$ cat src/rtl/mc_control_if.sv
// rtl/mc_control_if.sv - control unit to datapath signal bundle
interface mc_control_if;
    logic [5:0] opcode;
    logic       mem_ready;
    logic       pc_write;
    logic       pc_write_cond;
    logic       iord;
    logic       mem_read;
    logic       mem_write;
    logic       ir_write;
    logic       mem_to_reg;
    logic       reg_dst;
    logic       reg_write;
    logic       alu_src_a;
    logic [1:0] alu_src_b;
    logic [1:0] alu_op;
    logic [1:0] pc_source;
    logic       illegal_op;
    logic [3:0] state;

    modport master (
        input  opcode, mem_ready,
        output pc_write, pc_write_cond, iord, mem_read, mem_write, ir_write,
               mem_to_reg, reg_dst, reg_write, alu_src_a, alu_src_b, alu_op,
               pc_source, illegal_op, state
    );

    modport slave (
        output opcode, mem_ready,
        input  pc_write, pc_write_cond, iord, mem_read, mem_write, ir_write,
               mem_to_reg, reg_dst, reg_write, alu_src_a, alu_src_b, alu_op,
               pc_source, illegal_op, state
    );
endinterface

$ cat src/rtl/mc_control.sv
// rtl/mc_control.sv - multi-cycle MIPS main control state machine
module mc_control (
    input  logic        clk,
    input  logic        reset,
    mc_control_if.master bus
);
    typedef enum logic [3:0] {
        S_IDLE   = 4'd0,
        S_FETCH  = 4'd1,
        S_DECODE = 4'd2,
        S_MEMADR = 4'd3,
        S_MEMRD  = 4'd4,
        S_MEMWB  = 4'd5,
        S_MEMWR  = 4'd6,
        S_EXEC   = 4'd7,
        S_ALUWB  = 4'd8,
        S_BRANCH = 4'd9,
        S_JUMP   = 4'd10,
        S_ADDIEX = 4'd11,
        S_ADDIWB = 4'd12
    } state_t;

    localparam logic [5:0] OP_RTYPE = 6'b000000;
    localparam logic [5:0] OP_LW    = 6'b100011;
    localparam logic [5:0] OP_SW    = 6'b101011;
    localparam logic [5:0] OP_BEQ   = 6'b000100;
    localparam logic [5:0] OP_J     = 6'b000010;
    localparam logic [5:0] OP_ADDI  = 6'b001000;

    state_t     state_q;
    state_t     nxt;
    logic       fetch_q;
    logic       decode_q;
    logic       pc_write_q;
    logic       pc_write_cond_q;
    logic       iord_q;
    logic       mem_read_q;
    logic       mem_write_q;
    logic       mem_to_reg_q;
    logic       reg_dst_q;
    logic       reg_write_q;
    logic       alu_src_a_q;
    logic [1:0] alu_src_b_q;
    logic [1:0] alu_op_q;
    logic [1:0] pc_source_q;
    logic       op_legal;

    // Opcodes that DECODE knows how to dispatch
    always_comb begin
        op_legal = 1'b0;
        case (bus.opcode)
            OP_RTYPE, OP_LW, OP_SW, OP_BEQ, OP_J, OP_ADDI: op_legal = 1'b1;
            default: op_legal = 1'b0;
        endcase
    end

    // Next-state selection; stalls hold on mem_ready low, stray codes fall to IDLE
    always_comb begin
        nxt = S_IDLE;
        case (state_q)
            S_IDLE:   nxt = S_FETCH;
            S_FETCH:  nxt = bus.mem_ready ? S_DECODE : S_FETCH;
            S_DECODE: begin
                case (bus.opcode)
                    OP_LW, OP_SW: nxt = S_MEMADR;
                    OP_RTYPE:     nxt = S_EXEC;
                    OP_BEQ:       nxt = S_BRANCH;
                    OP_J:         nxt = S_JUMP;
                    OP_ADDI:      nxt = S_ADDIEX;
                    default:      nxt = S_FETCH;
                endcase
            end
            S_MEMADR: nxt = (bus.opcode == OP_SW) ? S_MEMWR : S_MEMRD;
            S_MEMRD:  nxt = bus.mem_ready ? S_MEMWB : S_MEMRD;
            S_MEMWR:  nxt = bus.mem_ready ? S_FETCH : S_MEMWR;
            S_EXEC:   nxt = S_ALUWB;
            S_ADDIEX: nxt = S_ADDIWB;
            S_MEMWB, S_ALUWB, S_ADDIWB, S_BRANCH, S_JUMP: nxt = S_FETCH;
            default:  nxt = S_IDLE;
        endcase
    end

    // State register with Moore outputs decoded one edge early from the next state
    always_ff @(posedge clk or posedge reset) begin
        if (reset) begin
            state_q         <= S_IDLE;
            fetch_q         <= 1'b0;
            decode_q        <= 1'b0;
            pc_write_q      <= 1'b0;
            pc_write_cond_q <= 1'b0;
            iord_q          <= 1'b0;
            mem_read_q      <= 1'b0;
            mem_write_q     <= 1'b0;
            mem_to_reg_q    <= 1'b0;
            reg_dst_q       <= 1'b0;
            reg_write_q     <= 1'b0;
            alu_src_a_q     <= 1'b0;
            alu_src_b_q     <= 2'b00;
            alu_op_q        <= 2'b00;
            pc_source_q     <= 2'b00;
        end else begin
            state_q         <= nxt;
            fetch_q         <= 1'b0;
            decode_q        <= 1'b0;
            pc_write_q      <= 1'b0;
            pc_write_cond_q <= 1'b0;
            iord_q          <= 1'b0;
            mem_read_q      <= 1'b0;
            mem_write_q     <= 1'b0;
            mem_to_reg_q    <= 1'b0;
            reg_dst_q       <= 1'b0;
            reg_write_q     <= 1'b0;
            alu_src_a_q     <= 1'b0;
            alu_src_b_q     <= 2'b00;
            alu_op_q        <= 2'b00;
            pc_source_q     <= 2'b00;
            case (nxt)
                S_FETCH: begin
                    fetch_q     <= 1'b1;
                    mem_read_q  <= 1'b1;
                    alu_src_b_q <= 2'b01;
                end
                S_DECODE: begin
                    decode_q    <= 1'b1;
                    alu_src_b_q <= 2'b11;
                end
                S_MEMADR, S_ADDIEX: begin
                    alu_src_a_q <= 1'b1;
                    alu_src_b_q <= 2'b10;
                end
                S_MEMRD: begin
                    mem_read_q <= 1'b1;
                    iord_q     <= 1'b1;
                end
                S_MEMWB: begin
                    reg_write_q  <= 1'b1;
                    mem_to_reg_q <= 1'b1;
                end
                S_MEMWR: begin
                    mem_write_q <= 1'b1;
                    iord_q      <= 1'b1;
                end
                S_EXEC: begin
                    alu_src_a_q <= 1'b1;
                    alu_op_q    <= 2'b10;
                end
                S_ALUWB: begin
                    reg_write_q <= 1'b1;
                    reg_dst_q   <= 1'b1;
                end
                S_ADDIWB: begin
                    reg_write_q <= 1'b1;
                end
                S_BRANCH: begin
                    alu_src_a_q     <= 1'b1;
                    alu_op_q        <= 2'b01;
                    pc_write_cond_q <= 1'b1;
                    pc_source_q     <= 2'b01;
                end
                S_JUMP: begin
                    pc_write_q  <= 1'b1;
                    pc_source_q <= 2'b10;
                end
                default: ;
            endcase
        end
    end

    // IR and PC only update on the fetch cycle where memory actually delivers
    assign bus.ir_write      = fetch_q & bus.mem_ready;
    assign bus.pc_write      = pc_write_q | (fetch_q & bus.mem_ready);
    assign bus.pc_write_cond = pc_write_cond_q;
    assign bus.iord          = iord_q;
    assign bus.mem_read      = mem_read_q;
    assign bus.mem_write     = mem_write_q;
    assign bus.mem_to_reg    = mem_to_reg_q;
    assign bus.reg_dst       = reg_dst_q;
    assign bus.reg_write     = reg_write_q;
    assign bus.alu_src_a     = alu_src_a_q;
    assign bus.alu_src_b     = alu_src_b_q;
    assign bus.alu_op        = alu_op_q;
    assign bus.pc_source     = pc_source_q;
    assign bus.illegal_op    = decode_q & ~op_legal;
    assign bus.state         = state_q;
endmodule

$ cat src/flat_wrapper.sv
// flat-port wrapper written by rule: the top's interface ports become plain ports
module mc_control_flat 
  (clk, reset, bus_opcode, bus_mem_ready, bus_pc_write, bus_pc_write_cond, bus_iord, bus_mem_read, bus_mem_write, bus_ir_write, bus_mem_to_reg, bus_reg_dst, bus_reg_write, bus_alu_src_a, bus_alu_src_b, bus_alu_op, bus_pc_source, bus_illegal_op, bus_state);
  mc_control_if bus_i ();
  input  logic clk;
  input  logic reset;
  input wire logic [$bits(bus_i.opcode)-1:0] bus_opcode;
  input wire logic [$bits(bus_i.mem_ready)-1:0] bus_mem_ready;
  output wire logic [$bits(bus_i.pc_write)-1:0] bus_pc_write;
  output wire logic [$bits(bus_i.pc_write_cond)-1:0] bus_pc_write_cond;
  output wire logic [$bits(bus_i.iord)-1:0] bus_iord;
  output wire logic [$bits(bus_i.mem_read)-1:0] bus_mem_read;
  output wire logic [$bits(bus_i.mem_write)-1:0] bus_mem_write;
  output wire logic [$bits(bus_i.ir_write)-1:0] bus_ir_write;
  output wire logic [$bits(bus_i.mem_to_reg)-1:0] bus_mem_to_reg;
  output wire logic [$bits(bus_i.reg_dst)-1:0] bus_reg_dst;
  output wire logic [$bits(bus_i.reg_write)-1:0] bus_reg_write;
  output wire logic [$bits(bus_i.alu_src_a)-1:0] bus_alu_src_a;
  output wire logic [$bits(bus_i.alu_src_b)-1:0] bus_alu_src_b;
  output wire logic [$bits(bus_i.alu_op)-1:0] bus_alu_op;
  output wire logic [$bits(bus_i.pc_source)-1:0] bus_pc_source;
  output wire logic [$bits(bus_i.illegal_op)-1:0] bus_illegal_op;
  output wire logic [$bits(bus_i.state)-1:0] bus_state;
  assign bus_i.opcode = bus_opcode;
  assign bus_i.mem_ready = bus_mem_ready;
  assign bus_pc_write = bus_i.pc_write;
  assign bus_pc_write_cond = bus_i.pc_write_cond;
  assign bus_iord = bus_i.iord;
  assign bus_mem_read = bus_i.mem_read;
  assign bus_mem_write = bus_i.mem_write;
  assign bus_ir_write = bus_i.ir_write;
  assign bus_mem_to_reg = bus_i.mem_to_reg;
  assign bus_reg_dst = bus_i.reg_dst;
  assign bus_reg_write = bus_i.reg_write;
  assign bus_alu_src_a = bus_i.alu_src_a;
  assign bus_alu_src_b = bus_i.alu_src_b;
  assign bus_alu_op = bus_i.alu_op;
  assign bus_pc_source = bus_i.pc_source;
  assign bus_illegal_op = bus_i.illegal_op;
  assign bus_state = bus_i.state;
  mc_control u_core (.clk(clk), .reset(reset), .bus(bus_i));
endmodule
$ cat config.mk
export PLATFORM = sky130hd
export DESIGN_NAME = mc_control_flat
export DESIGN_NICKNAME = d
export VERILOG_FILES = /design/src/rtl/mc_control_if.sv /design/src/rtl/mc_control.sv /design/src/flat_wrapper.sv
export SDC_FILE = /design/constraint.sdc
export NUM_CORES = 1
export LEC_CHECK = 0
export ABC_AREA = 1
export BUFFER_PORTS_ARGS = -buffer_cell sky130_fd_sc_hd__buf_4
export CORE_MARGIN = 2
export CORE_UTILIZATION = 30
export DETAILED_ROUTE_END_ITERATION = 8
export PLACE_DENSITY = 0.62
export RECOVER_POWER = 100
export SLEW_MARGIN = 20
export SYNTH_ARGS = -nofsm -noshare
export SYNTH_HDL_FRONTEND = slang
export SYNTH_SLANG_ARGS = --single-unit
$ cat constraint.sdc
create_clock -name clk -period 1.89 [get_ports clk]
set_clock_uncertainty 0.2 [all_clocks]
set_input_delay 0.4725 -clock clk [delete_from_list [all_inputs] [get_ports clk]]
set_output_delay 0.4725 -clock clk [all_outputs]
set_load 0.05 [all_outputs]
Yosys cells after proc, flatten, opt, wreduce, memory -nomap -nowiden
Cells that the tools add are included.
{"block": "word_totals", "ff_bits": 21, "out_inout_bits": 21, "wordCells": 79, "in_bits": 9}
{"block": "classes", "eq_ne": 29, "reduce_logical": 10, "bitwise": 4, "muxes": 21}
{"operator": "$eq 4x4->1 const B", "count": 10}
{"operator": "$eq 4x3->1 const B", "count": 8}
{"operator": "$pmux 4 s8", "count": 1}
{"operator": "$pmux 4 s5", "count": 1}
{"operator": "$eq 4x2->1 const B", "count": 4}
{"operator": "$mux 1", "count": 13}
{"operator": "$eq 6x6->1 const B", "count": 2}
{"operator": "$reduce_or 6->1", "count": 2}
{"operator": "$eq 4x1->1 const B", "count": 2}
{"operator": "$pmux 2 s2", "count": 2}
{"operator": "$reduce_or 2->1", "count": 4}
{"operator": "$eq 6x2->1 const B", "count": 1}
{"operator": "$eq 6x3->1 const B", "count": 1}
{"operator": "$eq 6x4->1 const B", "count": 1}
{"operator": "$logic_not 6->1", "count": 1}
{"operator": "$pmux 2 s3", "count": 1}
{"operator": "$logic_not 4->1", "count": 1}
{"operator": "$mux 2", "count": 2}
{"operator": "$reduce_or 4->1", "count": 1}
{"operator": "$mux 3", "count": 1}
{"operator": "$reduce_or 3->1", "count": 1}
{"operator": "$and 1x1->1", "count": 2}
{"operator": "$not 1->1", "count": 1}
{"operator": "$or 1x1->1", "count": 1}

Logic depth before layout (Yosys ltp)
Gate-level depths: netlist of the first run.
{"block": "depth", "word_depth": 7, "ltp_mapped": 11, "depth_no_buf": 11}

Worst setup path after synthesis of the first run
Ideal clock, no wire load.
{"block": "synth_path", "kind": "input-to-output", "from": "input port bus_opcode[2]", "to": "output port bus_illegal_op", "path_buffers": 0, "t_arrival_ns": 1.435, "setup_slack_ns": -0.218, "t_required_ns": 1.217, "stages": 6, "cell_sequence": "inv_1 > nand3_1 > nor2_1 > nor2_1 > nand2_1 > nor2_1"}
{"block": "synth_via", "elab_chain_cells": 5, "word_cells_on_any_way": 10, "cone_classes": "eq/ne: 5; mux: 1; bitwise: 2; reduce/logical: 2"}
{"item": "start: declaration", "line_no": "flat_wrapper.sv:7", "rtl": "input wire logic [$bits(bus_i.opcode)-1:0] bus_opcode;"}
{"item": "$eq 6x6->1, or another cell as far along", "line_no": "mc_control.sv:51", "rtl": "case (bus.opcode)"}
{"item": "$reduce_or 6->1 (*)", "line_no": "mc_control.sv:51"}
{"item": "$mux 1 (*)", "line_no": "mc_control.sv:51"}
{"item": "$not 1->1 (*)", "line_no": "mc_control.sv:183", "rtl": "assign bus.illegal_op = decode_q & ~op_legal;"}
{"item": "$and 1x1->1 (*)", "line_no": "mc_control.sv:183"}
{"item": "end: declaration", "line_no": "flat_wrapper.sv:22", "rtl": "output wire logic [$bits(bus_i.illegal_op)-1:0] bus_illegal_op;"}
Mark *: on every way between the ends. The rest lies on a longest branch, timed or not.

Worst setup path after layout of the first run
Same ends and word-level chain as after synthesis.

==> results of run 1 <==
==> cell families (layout without fill, tap and decap cells) <==
kind of cell / Yosys count / count (layout) / share of synthesized area [%]
buf+inv: 21 / 66 / 8.89
simple gates: 76 / 76 / 39.2
compound gates: 5 / 5 / 2.96
flops: 19 / 19 / 49.0
==> power by group <==
| part | switching (mW) | internal, mW |
|---|---|---|
| registers | 0.0786 | 0.517 |
| logic | 0.843 | 0.331 |
| clock network | 0.129 | 0.0786 |
| total | 1.05 | 0.927 |
==> layout make-up <==
class | instances | area, um^2 | area share [%]
Clock buffer | 3 | 22.5 | 1.60
Multi-Input combinational cell | 81 | 459 | 32.7
Timing Repair Buffer | 43 | 318 | 22.6
Inverter | 19 | 71.3 | 5.07
Tap cell | 44 | 55.1 | 3.91
Sequential cell | 19 | 475 | 33.8
Clock inverter | 1 | 5.00 | 0.356
==> repair_timing <==
| action | 4_1_cts | 5_1_grt |
|---|---|---|
| hold buffers | 1 | 0 |
| pin swaps | 7 | 7 |
| setup buffers | 6 | 1 |
| gates resized for setup | 11 | 16 |
| setup endpoints to repair | 2 | 9 |
| hold endpoints to repair | 19 | 0 |
==> routing by layer <==
| metal | vias to the layer above | global-route usage [%] | part of all wire (%) |
|---|---|---|---|
| li1 | 460 | - | - |
| met1 | 444 | 16.8 | 42 |
| met2 | 27 | 24.6 | 50 |
| met3 | 6 | 2.77 | 4.9 |
| met4 | 0 | 5.90 | 2.4 |
| met5 | - | 0 | 0 |
==> critical path, stage by stage <==
cell and delay [ps]:
buf_4 130, nor2_4 120, inv_1 70, nor2_2 130, nor2_2 50, nand2_1 90, nor2_4 40, buf_6 140
==> cells in the final DEF, fill, tap and decap left out <==
cell and instances:
nand3_2 4, or2_4 1, dlygate4sd3_1 1, dfrtp_1 19, nor2_2 6, buf_4 19, nor3_2 1, o21ai_2 1
o21ai_0 1, nand2_2 6, inv_2 5, nand2_1 26, nor3_1 4, nor3_4 1, inv_1 14, clkbuf_2 15
nand2_4 2, clkbuf_4 4, buf_8 1, a21oi_1 3, clkinv_2 1, nand3_1 7, nor2_4 5, nor2_1 13
buf_6 6
==> final timing paths <==
kind	from	endpoint	slack, ps	cells past startpoint
max	bus_opcode[2]	bus_illegal_op	-30	8
min	bus_mem_ready	u_core.bus.mem_to_reg$_DFF_PP0_	300	3
max reg2reg	u_core.bus.state[0]$_DFF_PP0_	u_core.pc_write_q$_DFF_PP0_	140	6
min reg2reg	u_core.bus.state[2]$_DFF_PP0_	u_core.bus.reg_dst$_DFF_PP0_	480	2
max in group asynchronous	reset	u_core.bus.mem_to_reg$_DFF_PP0_	550	4
min in group asynchronous	reset	u_core.bus.state[1]$_DFF_PP0_	630	4
==> through the flow <==
step / power, mW / instances
final: 1.98 / 210
after global routing: 2.12 / 210
after CTS: 2.02 / 209
after detailed placement: 1.78 / 198
after global placement: 1.77 / 198
after floorplan: 1.48 / 121
==> flow_metrics.py, run 1 <==
metrics = {
    "worst_hold_path": {
        "hp-class": "in -> reg",
    },
    "finish": {
        "nNetsFinal": 176,
        "antennaDiodeCount": 0,
        "largest_reg_flops": 4,
        "syn_to_final_growth_pct": 44.8,
        "drive_gt1_share_pct": 47.0,
        "design_area_um2": 1410,
        "utilization_pct": 45.7,
        "n_fill_cell": 329,
    },
    "clock_network": {
        "cts_root_buffer": "clkbuf_4",
        "cts_tree": "done",
        "htree_num_levels": 1,
        "clk_pin_slew_ps": 110,
        "cts.path.max_buffers": 2,
        "cts.sinks": 19,
        "cts_buffers": 3,
        "insertion_delay_ps": 290,
    },
    "sta": {
        "fmax_mhz": 521,
        "tns_ps": -29.5,
        "tightest_slew_ps": 467,
        "relSlewSlack_pct": 68.9,
        "fin_crit_ps": 1920,
        "hold_slack_ps": 298,
        "fin_crit_sh_pct": 102,
        "slew_viol_final": 0,
        "finalSetupViolCount": 1,
        "finalWorstSetupSlack_ps": -29.5,
        "finalHoldViolCount": 0,
        "rsz0062_at_grt": "yes",
    },
    "routing": {
        "vias": 937,
        "postRouteAntennaNets": 0,
        "drcViolationCount": 0,
        "drtIter0Drc": 33,
        "drt_wl_total_um": 2450,
        "drt-pass1-iter-count": 4,
        "viasPerCell": 4.46,
        "wl_per_cell_um": 11.7,
    },
    "synth": {
        "synth_top_cells_by_count": "nand2_1 (28), dfrtp_1 (19), nor2_1 (16)",
        "synth_warnings": 0,
        "avgSynthCellArea_um2": 8.02,
        "syn_nets": 130,
        "ys_seq_area_share_pct": 49.0,
        "synth_top_area_share_pct": 49.0,
        "yosys.cell_count.top_type": "nand2_1",
        "syn_area_um2": 971,
        "yosys.area.top_type": "dfrtp_1",
        "synth.area.top_cells": "dfrtp_1 (49%), nand2_1 (11%), nor2_1 (6.2%)",
        "dominantRegCellSynth": "dfrtp_1",
        "synthArstFlopShare_pct": 100,
        "synth_cell_type_count": 19,
        "ys_seq_elements": 19,
        "synth_edf_count": 0,
        "synthCells": 121,
    },
    "worst_setup_path": {
        "cp.arrival_ps": 1250,
        "critPathRequiredTime_ps": 1220,
        "critical_path_class": "in -> out",
        "worstSetupStartpointType": "primary input",
        "cp_max_fo": 3,
        "cp-end-kind": "output port",
    },
    "global_routing": {
        "grt_max_degree": 20,
        "grt_usage_pct": 14.1,
        "gr-total-overflow": 0,
        "grt_pass1_wl_um": 3830,
        "grt_pass1_vias": 869,
        "antenna_found_initial": 0,
    },
    "pwr": {
        "power_density_nw_per_um2": 1410,
        "peakVddDrop_mv": 0.633,
        "p_leak_nw": 0.784,
    },
    "die": {
        "die_y_um": 60.9,
        "start_util_pct": 31.5,
        "die-area_um2": 3710,
        "rows": 20,
        "dieWidth_um": 60.9,
        "pin_count": 30,
        "core_um2": 3080,
    },
    "placed_design": {
        "io_buffers": 29,
        "dp_slack_ps": -159,
        "gp_congestion": 0.925,
        "dp_hpwl_um": 1660,
        "place_area_um2": 1280,
    },
    "job": {
        "maxCapViolCount": 0,
    },
    "status": {
        "status": "finished with violations",
        "violations": "negative setup slack",
    },
}
Power figures use the tool's default switching activity.
==> run 2: changes to the inputs <==
--- a/config.mk
+++ b/config.mk
@@ -5,7 +5,6 @@
 export SDC_FILE = /design/constraint.sdc
 export NUM_CORES = 1
 export LEC_CHECK = 0
-export ABC_AREA = 1
 export BUFFER_PORTS_ARGS = -buffer_cell sky130_fd_sc_hd__buf_4
 export CORE_MARGIN = 2
 export CORE_UTILIZATION = 30
==> run 2 against run 1 <==
Effect of this change: the flow still finishes with violations (negative setup slack); sequential cell count stayed put; total power increased by 8.3%; design area is 2.0% higher; combinational power increased by 15%; clock power decreased by 3%; synthesized cell count down 26%; largest power group unchanged.
==> flow_metrics.py, run 2 <==
metrics = {
    "finish": {
        "final_cell_mix": "buf_4 (27), clkbuf_2 (17), dfrtp_1 (17)",
        "final_cells": 189,
        "syn_to_final_growth_pct": 51.9,
        "nNetsFinal": 155,
        "layout_commonest_cell": "buf_4",
        "largest_reg_flops": 4,
        "antennaDiodeCount": 0,
        "drive_gt1_share_pct": 52.4,
    },
    "global_routing": {
        "grt_pass1_wl_um": 3610,
        "antenna_found_initial": 0,
        "grt_max_degree": 20,
        "grt_pass1_vias": 815,
        "grt_usage_pct": 13.4,
        "gr-total-overflow": 0,
    },
    "routing": {
        "drt-pass1-iter-count": 4,
        "vias": 872,
        "drt_wl_total_um": 2350,
        "viasPerCell": 4.61,
        "drcViolationCount": 0,
        "drtIter0Drc": 9,
        "wl_per_cell_um": 12.5,
        "postRouteAntennaNets": 0,
    },
    "synth": {
        "ys_seq_area_share_pct": 50.3,
        "ys_seq_elements": 19,
        "synth_top_cells_by_count": "dfrtp_1 (19), nor2_1 (8), nand2_1 (7)",
        "synthCells": 90,
        "synth.area.top_cells": "dfrtp_1 (50%), nor3_1 (3.2%), nor2_1 (3.2%)",
        "synth_edf_count": 0,
        "dominantRegCellSynth": "dfrtp_1",
        "synth_top_area_share_pct": 50.3,
        "avgSynthCellArea_um2": 10.5,
        "synthArstFlopShare_pct": 100,
        "yosys.area.top_type": "dfrtp_1",
        "synth_cell_type_count": 39,
        "yosys.cell_count.top_type": "dfrtp_1",
        "syn_area_um2": 945,
        "syn_nets": 99,
        "synth_warnings": 0,
    },
    "worst_setup_path": {
        "worst_path_max_delay_cell": "and4_4",
        "cp-endpoint": "bus_illegal_op",
        "slowest_delay_ps": 260,
        "r2r_start": "u_core.bus.state[2]$_DFF_PP0_",
        "critPathRequiredTime_ps": 1220,
        "r2r_slack_ps": 10,
        "cp_max_fo": 3,
        "critical_path_class": "in -> out",
        "path_cells": "buf_6, xor2_1, o211ai_1, and4_4, buf_8",
        "rr_worst_depth": 6,
        "worstSetupStartpointType": "primary input",
        "cp-end-kind": "output port",
        "r2r_end": "u_core.bus.pc_source[1]$_DFF_PP0_",
        "cp.arrival_ps": 1350,
        "worstSetupStartpoint": "bus_opcode[1]",
    },
    "worst_hold_path": {
        "hp-start": "bus_mem_ready",
        "hp-class": "in -> reg",
    },
    "die": {
        "die-area_um2": 3610,
        "die_y_um": 60.1,
        "rows": 20,
        "dieWidth_um": 60.1,
        "pin_count": 30,
        "start_util_pct": 31.2,
        "core_um2": 3030,
    },
    "sta": {
        "fmax_mhz": 495,
        "finalWorstSetupSlack_ps": -129,
        "tightest_slew_ps": 463,
        "fin_crit_sh_pct": 107,
        "slew_viol_final": 0,
        "fin_crit_ps": 2020,
        "rsz0062_at_grt": "yes",
        "finalSetupViolCount": 2,
        "relSlewSlack_pct": 69.2,
        "finalHoldViolCount": 0,
    },
    "status": {
        "status": "finished with violations",
        "violations": "negative setup slack",
    },
    "clock_network": {
        "cts_tree": "done",
        "cts.sinks": 19,
        "cts_buffers": 3,
        "htree_num_levels": 1,
        "clk_pin_slew_ps": 110,
        "cts.path.max_buffers": 2,
        "insertion_delay_ps": 300,
        "cts_root_buffer": "clkbuf_4",
    },
    "placed_design": {
        "io_buffers": 29,
        "placedCellCount": 176,
        "gp_congestion": 0.869,
        "dp_hpwl_um": 1700,
    },
    "pwr": {
        "total_power_mw": 2.14,
        "power_density_nw_per_um2": 1490,
        "p_leak_nw": 0.695,
        "peakVddDrop_mv": 0.609,
    },
    "job": {
        "maxCapViolCount": 0,
    },
}
## run 2: cell types whose count changed after synthesis, sizes merged, moves of 3 or more
cell,change
nand2,-27
nor2,-15
inv,-13
nand3,-11
o21ai,+5
nand4,+3
## run 2: metrics by stage
stage               TNS [ps]  worst slack, ps  hold slack [ps]  utilization (%)  area (um^2)
floorplan              -8.70            -8.70              223                -          957
global placement        -911             -170              304             43.6         1320
detailed placement     -1040             -187              308             43.6         1320
CTS                     -130             -130              255             47.1         1430
global route           -1250             -170              245             47.4         1440
finish                  -185             -129              254             47.4         1440
## run 2: how the worst min path moves through the flow
stage,end,cells after the start
floorplan,u_core.bus.alu_op[1]$_DFF_PP0_,1
global placement,u_core.bus.pc_write_cond$_DFF_PP0_,3
detailed placement,u_core.bus.mem_to_reg$_DFF_PP0_,3
CTS,u_core.bus.mem_to_reg$_DFF_PP0_,3
global route,u_core.bus.mem_to_reg$_DFF_PP0_,3
finish,u_core.bus.mem_to_reg$_DFF_PP0_,3
## run 2: what timing repair did
item	4_1_cts	5_1_grt
hold buffers	1	0
buffers inserted	3	7
pin swaps	3	7
gates resized for setup	10	9
hold endpoints to repair	19	0
setup endpoints to repair	2	9
## run 2: routing by layer
metal	track usage [%]	share of wire [%]
met3	6.28	5.4
met5	0	0
met4	2.54	0.59
met2	20.8	49
met1	17.1	45
## run 2: logic make-up (layout without fill, tap and decap cells)
| group | count (synthesis) | count (layout) | synth area share, % |
|---|---|---|---|
| simple gates | 39 | 39 | 26.6 |
| flops | 19 | 19 | 50.3 |
| buf+inv | 10 | 65 | 5.96 |
| compound gates | 21 | 21 | 16.2 |
| xor+xnor | 1 | 1 | 0.927 |
## run 2: report_power, final
group	internal (mW)	total [mW]	switching, mW
Clock	0.0788	0.201	0.122
Sequential	0.525	0.604	0.0786
Combinational	0.474	1.34	0.863
## run 2: worst max-delay path: cells and delay by family
family	cells	cell delay, ps
buf+inv	2	240
xor+xnor	1	150
compound gates	1	220
simple gates	1	260
## run 2: layout make-up
class / count / area (um^2)
fill: 307 / 1590
multi-input combinational: 61 / 448
clock buffer: 3 / 22.5
sequential: 19 / 478
timing repair buffer: 55 / 404
inverter: 6 / 22.5
clock inverter: 1 / 5.00
tap: 44 / 55.1
